--- src/rtl/prb_et_if.sv ---
// Operand-source / counter-consumer bundle for the early-termination sequencer.
// PRB_ET_ABORT_EN adds the abort request and aborted status.
interface prb_et_if #(
  parameter int unsigned W = 8,
  parameter int unsigned N = 2
);
  logic                in_valid;
  logic                in_ready;
  logic [N-1:0][W-1:0] Bxs;
  logic                cnt_valid;
  logic                cnt_ready;
  logic [W-1:0]        cnt;
  logic [W-1:0]        k_init;
  logic                done;
  logic [W:0]          cycles;
`ifdef PRB_ET_ABORT_EN
  logic                abort;
  logic                aborted;
`endif

  // Source / consumer side
  modport master (
    output in_valid, Bxs, cnt_ready,
`ifdef PRB_ET_ABORT_EN
    output abort,
    input  aborted,
`endif
    input  in_ready, cnt_valid, cnt, k_init, done, cycles
  );

  // Sequencer side
  modport slave (
    input  in_valid, Bxs, cnt_ready,
`ifdef PRB_ET_ABORT_EN
    input  abort,
    output aborted,
`endif
    output in_ready, cnt_valid, cnt, k_init, done, cycles
  );
endinterface

--- src/rtl/prb_et_ctrl.sv ---
// Early-termination sequencer around the prb skip-mask logic: steps the RNS counter only
// over bit positions some operand still needs. Optional abort support: PRB_ET_ABORT_EN.
module prb_et_ctrl #(
  parameter int unsigned W        = 8,
  parameter int unsigned N        = 2,
  parameter int unsigned S_GROUPS = 1,
  parameter int unsigned CORR     = 1
) (
  input  logic     clk,
  input  logic     rst,
  prb_et_if.slave  bus
);
  localparam int unsigned CW = W + 1;

  typedef enum logic [1:0] {IDLE, LOAD, RUN, DONE} state_t;

  state_t                     state_q, state_d;

  logic [N-1:0][W-1:0]        bx_q, bx_d;
  logic [W-1:0]               mask_q, mask_d;
  logic [W-1:0]               cnt_q, cnt_d;
  logic [W-1:0]               k_init_q, k_init_d;
  logic [CW-1:0]              beat_q, beat_d;
  logic [CW-1:0]              cycles_q, cycles_d;
  logic                       in_ready_q, in_ready_d;
  logic                       cnt_valid_q, cnt_valid_d;
  logic                       done_q, done_d;
`ifdef PRB_ET_ABORT_EN
  logic                       aborted_q, aborted_d;
`endif

  logic [W-1:0]               bx_or;
  logic [S_GROUPS-1:0][W-1:0] skip;
  logic [W-1:0]               prb_mask;
  logic [W-1:0]               prb_k_init;
  logic [W-1:0]               hi_fill;
  logic [W-1:0]               cnt_nxt;
  logic                       accept;
  logic                       abort_hit;
  logic                       beat;
  logic                       last;

  // Set every bit at or below the highest set bit of x.
  function automatic logic [W-1:0] fill_dn(input logic [W-1:0] x);
    logic [W-1:0] r;
    r = x;
    for (int i = 1; i < int'(W); i++) r = r | (x >> i);
    return r;
  endfunction

  // Set every bit at or above the lowest set bit of x.
  function automatic logic [W-1:0] fill_up(input logic [W-1:0] x);
    logic [W-1:0] r;
    r = x;
    for (int i = 1; i < int'(W); i++) r = r | (x << i);
    return r;
  endfunction

  // prb: positions outside [lsb, msb] of an operand cannot change its comparison outcome.
  always_comb begin : prb
    bx_or = '0;
    for (int n = 0; n < int'(N); n++) bx_or = bx_or | bx_q[n];
    skip = '0;
    for (int g = 0; g < int'(S_GROUPS); g++) begin
      if (CORR != 0)       skip[g] = ~(fill_dn(bx_or) & fill_up(bx_or));
      else if (g < int'(N)) skip[g] = ~(fill_dn(bx_q[g]) & fill_up(bx_q[g]));
      else                 skip[g] = '1;
    end
    prb_mask = '1;
    for (int g = 0; g < int'(S_GROUPS); g++) prb_mask = prb_mask & skip[g];
    hi_fill    = fill_dn(bx_or);
    prb_k_init = hi_fill & ~(hi_fill >> 1);
  end

  // Packed count over free positions: force masked bits to 1 so the carry ripples through them.
  assign cnt_nxt = ((cnt_q | mask_q) + W'(1)) & ~mask_q;
  assign last    = (cnt_nxt == '0);
  assign accept  = (state_q == IDLE) && bus.in_valid;

`ifdef PRB_ET_ABORT_EN
  assign abort_hit = (state_q == RUN) && bus.abort;
`else
  assign abort_hit = 1'b0;
`endif

  assign beat = (state_q == RUN) && bus.cnt_ready && !abort_hit;

  always_ff @(posedge clk) begin
    if (rst) state_q <= IDLE;
    else     state_q <= state_d;
  end

  always_comb begin
    state_d = state_q;
    unique case (state_q)
      IDLE:    if (accept) state_d = LOAD;
      LOAD:    state_d = RUN;
      RUN:     if (abort_hit || (beat && last)) state_d = DONE;
      DONE:    state_d = IDLE;
      default: state_d = IDLE;
    endcase
  end

  always_comb begin
    bx_d        = bx_q;
    mask_d      = mask_q;
    cnt_d       = cnt_q;
    k_init_d    = k_init_q;
    beat_d      = beat_q;
    cycles_d    = cycles_q;
    done_d      = 1'b0;
`ifdef PRB_ET_ABORT_EN
    aborted_d   = 1'b0;
`endif
    in_ready_d  = (state_d == IDLE);
    cnt_valid_d = (state_d == RUN);
    unique case (state_q)
      IDLE: if (accept) bx_d = bus.Bxs;
      LOAD: begin
        mask_d   = prb_mask;
        k_init_d = prb_k_init;
        cnt_d    = '0;
        beat_d   = '0;
      end
      RUN: begin
        if (abort_hit) begin
          done_d    = 1'b1;
          cycles_d  = beat_q;
          cnt_d     = '0;
`ifdef PRB_ET_ABORT_EN
          aborted_d = 1'b1;
`endif
        end else if (beat) begin
          beat_d = beat_q + CW'(1);
          if (last) begin
            done_d   = 1'b1;
            cycles_d = beat_q + CW'(1);
            cnt_d    = '0;
          end else begin
            cnt_d    = cnt_nxt;
          end
        end
      end
      DONE:    cnt_d = '0;
      default: ;
    endcase
  end

  always_ff @(posedge clk) begin
    if (rst) begin
      bx_q        <= '0;
      mask_q      <= '0;
      cnt_q       <= '0;
      k_init_q    <= '0;
      beat_q      <= '0;
      cycles_q    <= '0;
      done_q      <= 1'b0;
      in_ready_q  <= 1'b1;
      cnt_valid_q <= 1'b0;
`ifdef PRB_ET_ABORT_EN
      aborted_q   <= 1'b0;
`endif
    end else begin
      bx_q        <= bx_d;
      mask_q      <= mask_d;
      cnt_q       <= cnt_d;
      k_init_q    <= k_init_d;
      beat_q      <= beat_d;
      cycles_q    <= cycles_d;
      done_q      <= done_d;
      in_ready_q  <= in_ready_d;
      cnt_valid_q <= cnt_valid_d;
`ifdef PRB_ET_ABORT_EN
      aborted_q   <= aborted_d;
`endif
    end
  end

  assign bus.in_ready  = in_ready_q;
  assign bus.cnt_valid = cnt_valid_q;
  assign bus.cnt       = cnt_q;
  assign bus.k_init    = k_init_q;
  assign bus.done      = done_q;
  assign bus.cycles    = cycles_q;
`ifdef PRB_ET_ABORT_EN
  assign bus.aborted   = aborted_q;
`endif

endmodule

--- src/flat_wrapper.sv ---
// flat-port wrapper written by rule: the top's interface ports become plain ports
module prb_et_ctrl_flat 
#(
  parameter int unsigned W        = 8,
  parameter int unsigned N        = 2,
  parameter int unsigned S_GROUPS = 1,
  parameter int unsigned CORR     = 1
)
  (clk, rst, bus_in_valid, bus_Bxs, bus_cnt_ready, bus_in_ready, bus_cnt_valid, bus_cnt, bus_k_init, bus_done, bus_cycles);
  prb_et_if #(.W(W), .N(N)) bus_i ();
  input  logic clk;
  input  logic rst;
  input wire logic [$bits(bus_i.in_valid)-1:0] bus_in_valid;
  input wire logic [$bits(bus_i.Bxs)-1:0] bus_Bxs;
  input wire logic [$bits(bus_i.cnt_ready)-1:0] bus_cnt_ready;
  output wire logic [$bits(bus_i.in_ready)-1:0] bus_in_ready;
  output wire logic [$bits(bus_i.cnt_valid)-1:0] bus_cnt_valid;
  output wire logic [$bits(bus_i.cnt)-1:0] bus_cnt;
  output wire logic [$bits(bus_i.k_init)-1:0] bus_k_init;
  output wire logic [$bits(bus_i.done)-1:0] bus_done;
  output wire logic [$bits(bus_i.cycles)-1:0] bus_cycles;
  assign bus_i.in_valid = bus_in_valid;
  assign bus_i.Bxs = bus_Bxs;
  assign bus_i.cnt_ready = bus_cnt_ready;
  assign bus_in_ready = bus_i.in_ready;
  assign bus_cnt_valid = bus_i.cnt_valid;
  assign bus_cnt = bus_i.cnt;
  assign bus_k_init = bus_i.k_init;
  assign bus_done = bus_i.done;
  assign bus_cycles = bus_i.cycles;
  prb_et_ctrl #(.W(W), .N(N), .S_GROUPS(S_GROUPS), .CORR(CORR)) u_core (.clk(clk), .rst(rst), .bus(bus_i));
endmodule
--- config.mk ---
export PLATFORM = sky130hd
export DESIGN_NAME = prb_et_ctrl_flat
export DESIGN_NICKNAME = d
export VERILOG_FILES = /design/src/rtl/prb_et_if.sv /design/src/rtl/prb_et_ctrl.sv /design/src/flat_wrapper.sv
export SDC_FILE = /design/constraint.sdc
export NUM_CORES = 1
export LEC_CHECK = 0
export ABC_AREA = 0
export BUFFER_PORTS_ARGS = -buffer_cell sky130_fd_sc_hd__buf_2
export CAP_MARGIN = 0
export CORE_ASPECT_RATIO = 2
export CORE_MARGIN = 2
export CORE_UTILIZATION = 55
export CTS_CLUSTER_SIZE = 14
export DETAILED_ROUTE_END_ITERATION = 16
export PLACE_DENSITY = 0.79
export SLEW_MARGIN = 15
export SYNTH_ARGS = -nofsm -noshare
export SYNTH_HDL_FRONTEND = slang
export SYNTH_SLANG_ARGS = --single-unit
--- constraint.sdc ---
create_clock -name clk -period 3 [get_ports clk]
set_input_delay 0.9 -clock clk [delete_from_list [all_inputs] [get_ports clk]]
set_output_delay 0.9 -clock clk [all_outputs]
set_load 0.005 [all_outputs]
* Word-level counts from Yosys, hierarchy flattened *
Cells that the tools add are included.

operators by class
  $add $sub $neg = 2
  multiply operators = 0
  divide/modulo/power cells = 0
  $lt $le $gt $ge = 0
  equal/unequal tests = 5
  shift operators = 0
  muxes and demuxes = 9
  bitwise logic cells = 24
  reductions and logical operators = 14

operators with widths
  kind                 number
  $or 8x8->8           9
  $and 8x8->8          3
  $pmux 9 s2           1
  $mux 8               2
  $not 8->8            2
  $pmux 8 s2           1
  $add 9x1->9 const B  1
  $mux 9               1
  $add 8x1->8 const B  1
  $logic_not 8->1      1
  $not 7->8            1
  $or 8x1->8           1
  $or 8x2->8           1
  $or 8x3->8           1
  $or 8x4->8           1
  $or 8x5->8           1
  $or 8x6->8           1
  $or 8x7->8           1
  $pmux 2 s4           1
  $eq 2x2->1 const B   3
  $reduce_and 2->1     3
  $logic_not 2->1      2
  $mux 2               2
  $reduce_bool 2->1    2
  other kinds (8)      11

word-level totals
  bits in registers = 63
  bits in latches = 0
  RAM bits = 0
  bits in read-only memories = 0
  bits of input ports = 20
  output and inout bits = 28
  logic and storage cells = 65
  memories kept = 0

* Logic depth before layout (Yosys ltp) *
  word-level depth = 10
  gate-level depth with buffers = 10
  depth with buffers taken out = 9

* Worst setup path after synthesis *
Ideal clock, no wire load.

  path type = input port to flip-flop
  start point = in bus_cnt_ready
  end point = reg u_core.cnt_valid_q, in the netlist u_core.bus.cnt_valid
  setup time = 0.116 ns
  data arrival time = 2.597 ns
  required time = 2.884 ns
  setup slack = 0.287 ns
  cell stages on the path = 6
  buffers on the path = 1
  path through = nand2_2 > or4_4 > or4_1 > clkbuf_2 > or3_1 > and4_1

on the way
  cells in the longest elaborated chain, start to end = 5

ends and longest elaborated chain
  element               RTL line            text
  start, declared       flat_wrapper.sv:15  input wire logic [$bits(bus_i.cnt_ready)-1:0] bus_cnt_ready;
  $logic_and 1x1->1     prb_et_ctrl.sv:86   assign beat = (state_q == RUN) && bus.cnt_ready && !abort_hit;
  $logic_and 1x1->1     prb_et_ctrl.sv:98   RUN: if (abort_hit || (beat && last)) state_d = DONE;
  $mux 2                prb_et_ctrl.sv:98
  $pmux 2 s4            prb_et_ctrl.sv:95   unique case (state_q)
  $eq 2x2->1            prb_et_ctrl.sv:116  cnt_valid_d = (state_d == RUN);
  end signal, assigned  prb_et_ctrl.sv:172  cnt_valid_q <= cnt_valid_d;
  end, declared         prb_et_ctrl.sv:26   logic cnt_valid_q, cnt_valid_d;

No other way between the ends.
A chain may end at the register's enable or synchronous reset.

* Worst setup path in the final report *
  start point = reg u_core.mask_q[1]
  end point = reg u_core.in_ready_q, in the netlist u_core.bus.in_ready

on the way
  cells in the longest elaborated chain, start to end = 8
  elaborated cells on any way between the ends = 9
  classes of those cells = add/sub (1); mux (2); bitwise (3); reduce/logical (3)

ends and longest elaborated chain
  element                 RTL line            text
  start, declared         prb_et_ctrl.sv:20   logic [W-1:0] mask_q, mask_d;
  start signal, assigned  prb_et_ctrl.sv:165  mask_q <= mask_d;
  $or 8x8->8              prb_et_ctrl.sv:76   assign cnt_nxt = ((cnt_q | mask_q) + W'(1)) & ~mask_q;
  $add 8x1->8             prb_et_ctrl.sv:76
  $and 8x8->8 *           prb_et_ctrl.sv:76
  $logic_not 8->1 *       prb_et_ctrl.sv:77   assign last = (cnt_nxt == '0);
  $logic_and 1x1->1 *     prb_et_ctrl.sv:98
  $mux 2 *                prb_et_ctrl.sv:98
  $pmux 2 s4 *            prb_et_ctrl.sv:95
  $logic_not 2->1 *       prb_et_ctrl.sv:115  in_ready_d = (state_d == IDLE);
  end signal, assigned    prb_et_ctrl.sv:171  in_ready_q <= in_ready_d;
  end, declared           prb_et_ctrl.sv:25   logic in_ready_q, in_ready_d;

Mark *: on every way between the ends. The rest lies on a longest branch, timed or not.

==> metrics.txt <==
Post-Synth Simple-Gate Area 25.0%; Tightest Pin Transition 0.618 ns; CTS Sinks 63; Synth Register Bits 63; Clk pwr share 23.6%; drt pass-1 iters 4; Async SR Flop Fraction 0%; Crit. End Element flop; Placement Setup Slack 0.0933 ns; max_slew headroom 58.8%; Yosys warnings 0; Setup TNS 0 ns; Final Max Slew Viols 0; combinational share of power 34.3%; CP Class flop to flop; Initial Util 56.8%; CTS tree done; drc violations 0; Clk Tree Root Cell clkbuf_8; RSZ-0062 raised after global routing false; initial DRC count 74; VDD IR-drop max 0.518 mV; Vias 2528; Syn Area/Cell 8.18 sq um; sequential-to-total area share from yosys stat 45.6%; final net count 415; I/O pins 48; flop2flop setup slack 0.20 ns; pin count of the biggest net entering global routing 32; Max Root-Sink Buffers 2; Cells after DPL 434; PortBufs 47; detailed-route vias per instance 5.63; Fmax 357 MHz; DIE HEIGHT 104 um; Synth Area in Compound Gates 18.7%; combinational family with the most area after synthesis simple AND/OR/NAND/NOR gates; Diodes inserted 0; post-DR wirelength/cell 14.2 um; post-cts sizing count 0; row count 36; post-route minimum period 2.80 ns; fraction of layout cells with a size suffix above 1 18.9%; post-synthesis net count 365; Final Power 0.00257 W; Post-Synth XOR/XNOR Area 2.54%; total internal power 0.00163 W; top_reg_cell synth dfxtp_1; Post-Layout Cell Count 449; Post-Route WL 6400 um; Num CTS Buffers 9; Worst-Skew Late Latency 0.33 ns; NetSw 0.000944 W; clock-pin slew on the worst setup and hold paths 0.06 ns; die area 5640 sq um; synth-to-layout area growth 16.7%; final hold vios 0; GRT Util Overall 25.3%; Arrival @ worst endpoint 2.99 ns; GP Congestion 0.884; setup ws final 0.201 ns; period utilisation layout 93.3%; Worst setup SP type flop; postcts setup bufs 0; vias in the first global route 2472; post-synthesis cell type count 40; MaxCap Viol Count 0; Cells after Synth 338; switching part of the total power 36.7%; Fill cells 463; register share of total power 42.0%; gr ovfl total 0; post-synthesis mux area share 1.49%; Synth Cell Area 2760 sq um; initial antenna violation count 0; Hold Path Class flop to flop; global-route wire length before repair 10600 um; Final HPWL DP 4800 um; Post-synth EDFFs 0; leakage power 1.28 nW; Post-CTS Hold Buffers 0; H-tree levels 3; status complete, no violations; Setup Skew 0.00355 ns; Critical Path RT 3.20 ns; PD cells 797 nW/um^2; Post-DRT Antenna Nets 0; final setup vio count 0; adder-cell share of the synthesized area 3.17%; CORE AREA 4860 sq um; Max FO, Critical Path 6; die width 54.1 um
-- layout by cell type, fill, tap and decap left out, drive strengths merged, types with 3 or more instances in the layout --
| cell type | count |
|---|---|
| nor2b | 4 |
| a211oi | 7 |
| or2 | 3 |
| or4 | 4 |
| a21oi | 41 |
| o31ai | 3 |
| a311oi | 5 |
| nand3 | 9 |
| or3 | 3 |
| mux2i | 3 |
| clkbuf | 14 |
| nor2 | 48 |
| inv | 7 |
| o22ai | 3 |
| buf | 56 |
| nor3 | 13 |
| o211ai | 3 |
| nand3b | 3 |
| nand2b | 8 |
| xnor2 | 6 |
| ha | 7 |
| o21ai | 7 |
| a22oi | 12 |
| a31oi | 3 |
| nor4 | 4 |
| dfxtp | 63 |
| nand2 | 42 |
-- Yosys cell counts (all sizes together) (4+ instances only) --
library cell,count,area share (%)
o21ai,7,1.3
nor3,13,2.4
xnor2,6,1.9
nor4,4,1.1
inv,7,0.95
nand2b,8,1.8
ha,7,3.2
nor2,48,6.5
a211oi,7,1.9
nor2b,4,0.91
a21oi,41,7.4
clkbuf,15,2.1
dfxtp,63,46
a311oi,5,1.6
nand3,9,1.6
or4,4,1.2
a22oi,12,3.3
nand2,42,5.8
-- flip-flops by register name (all words and copies together), names as in the netlist, 2 cells and up --
signal             cells
u_core.mask_q          8
u_core.bus.cnt         8
u_core.bus.cycles      9
u_core.bx_q           16
u_core.beat_q          9
u_core.state_q         2
u_core.bus.k_init      8
-- power groups by stage --
| stage | Combinational, W | Clock (W) | Sequential, W |
|---|---|---|---|
| floorplan | 0.000632 | 0 | 0.00107 |
| finish | 0.000883 | 0.000608 | 0.00108 |
| global route | 0.000995 | 0.000661 | 0.00110 |
| CTS | 0.000883 | 0.000631 | 0.00108 |
| global placement | 0.000861 | 0 | 0.00109 |
| detailed placement | 0.000877 | 0 | 0.00110 |
-- worst max-delay path, cell delays in order (launching register included) --
cell	delay, ns
dfxtp_1	0.33
or2_2	0.30
ha_1	0.21
xnor2_1	0.14
nor2_1	0.07
or4_4	0.49
or4_1	0.59
nor2_1	0.36
o21ai_0	0.17
-- logic make-up (layout without fill, tap and decap cells) --
group           after synthesis  count (layout)
simple gates                147             147
compound gates               85              85
flops                        63              63
buf+inv                      24              78
xor+xnor                      8               8
fa+ha+maj                     7               7
mux                           4               4
-- area by class of cell --
cell class / instances / area (sq um) / area share (%)
Multi-Input combinational cell: 251 / 1410 / 43.6
Sequential cell: 63 / 1260 / 39.1
Timing Repair Buffer: 56 / 303 / 9.38
Clock buffer: 14 / 153 / 4.73
Tap cell: 57 / 71.3 / 2.21
Inverter: 7 / 26.3 / 0.814
Clock inverter: 1 / 5.00 / 0.155
-- routing by layer --
layer  up-vias  routed length (um)  global-route usage (%)
li1       1285                   -                       -
met2        71                3550                    43.5
met4         0                 278                    15.2
met5         -                   0                       0
met1      1150                2310                    24.5
met3        22                 257                    7.61
-- metrics by stage --
step                      util [%]  area (sq um)  hold WS (ns)
after CTS                     66.3          3230         0.457
after floorplan                  -          2760         0.436
after global routing          66.3          3230         0.476
final                         66.3          3230         0.457
after detailed placement      63.1          3070         0.449
after global placement        63.1          3070         0.443
-- worst paths after layout --
path | startpoint | to | cells after the start
worst max-delay path | u_core.mask_q[1] | u_core.bus.in_ready | 8
worst min-delay path | u_core.bx_q[8] | u_core.bx_q[8] | 2
worst max register to register | u_core.mask_q[1] | u_core.bus.in_ready | 8
worst min register to register | u_core.bx_q[8] | u_core.bx_q[8] | 2
(Power assumes the default switching activity.)
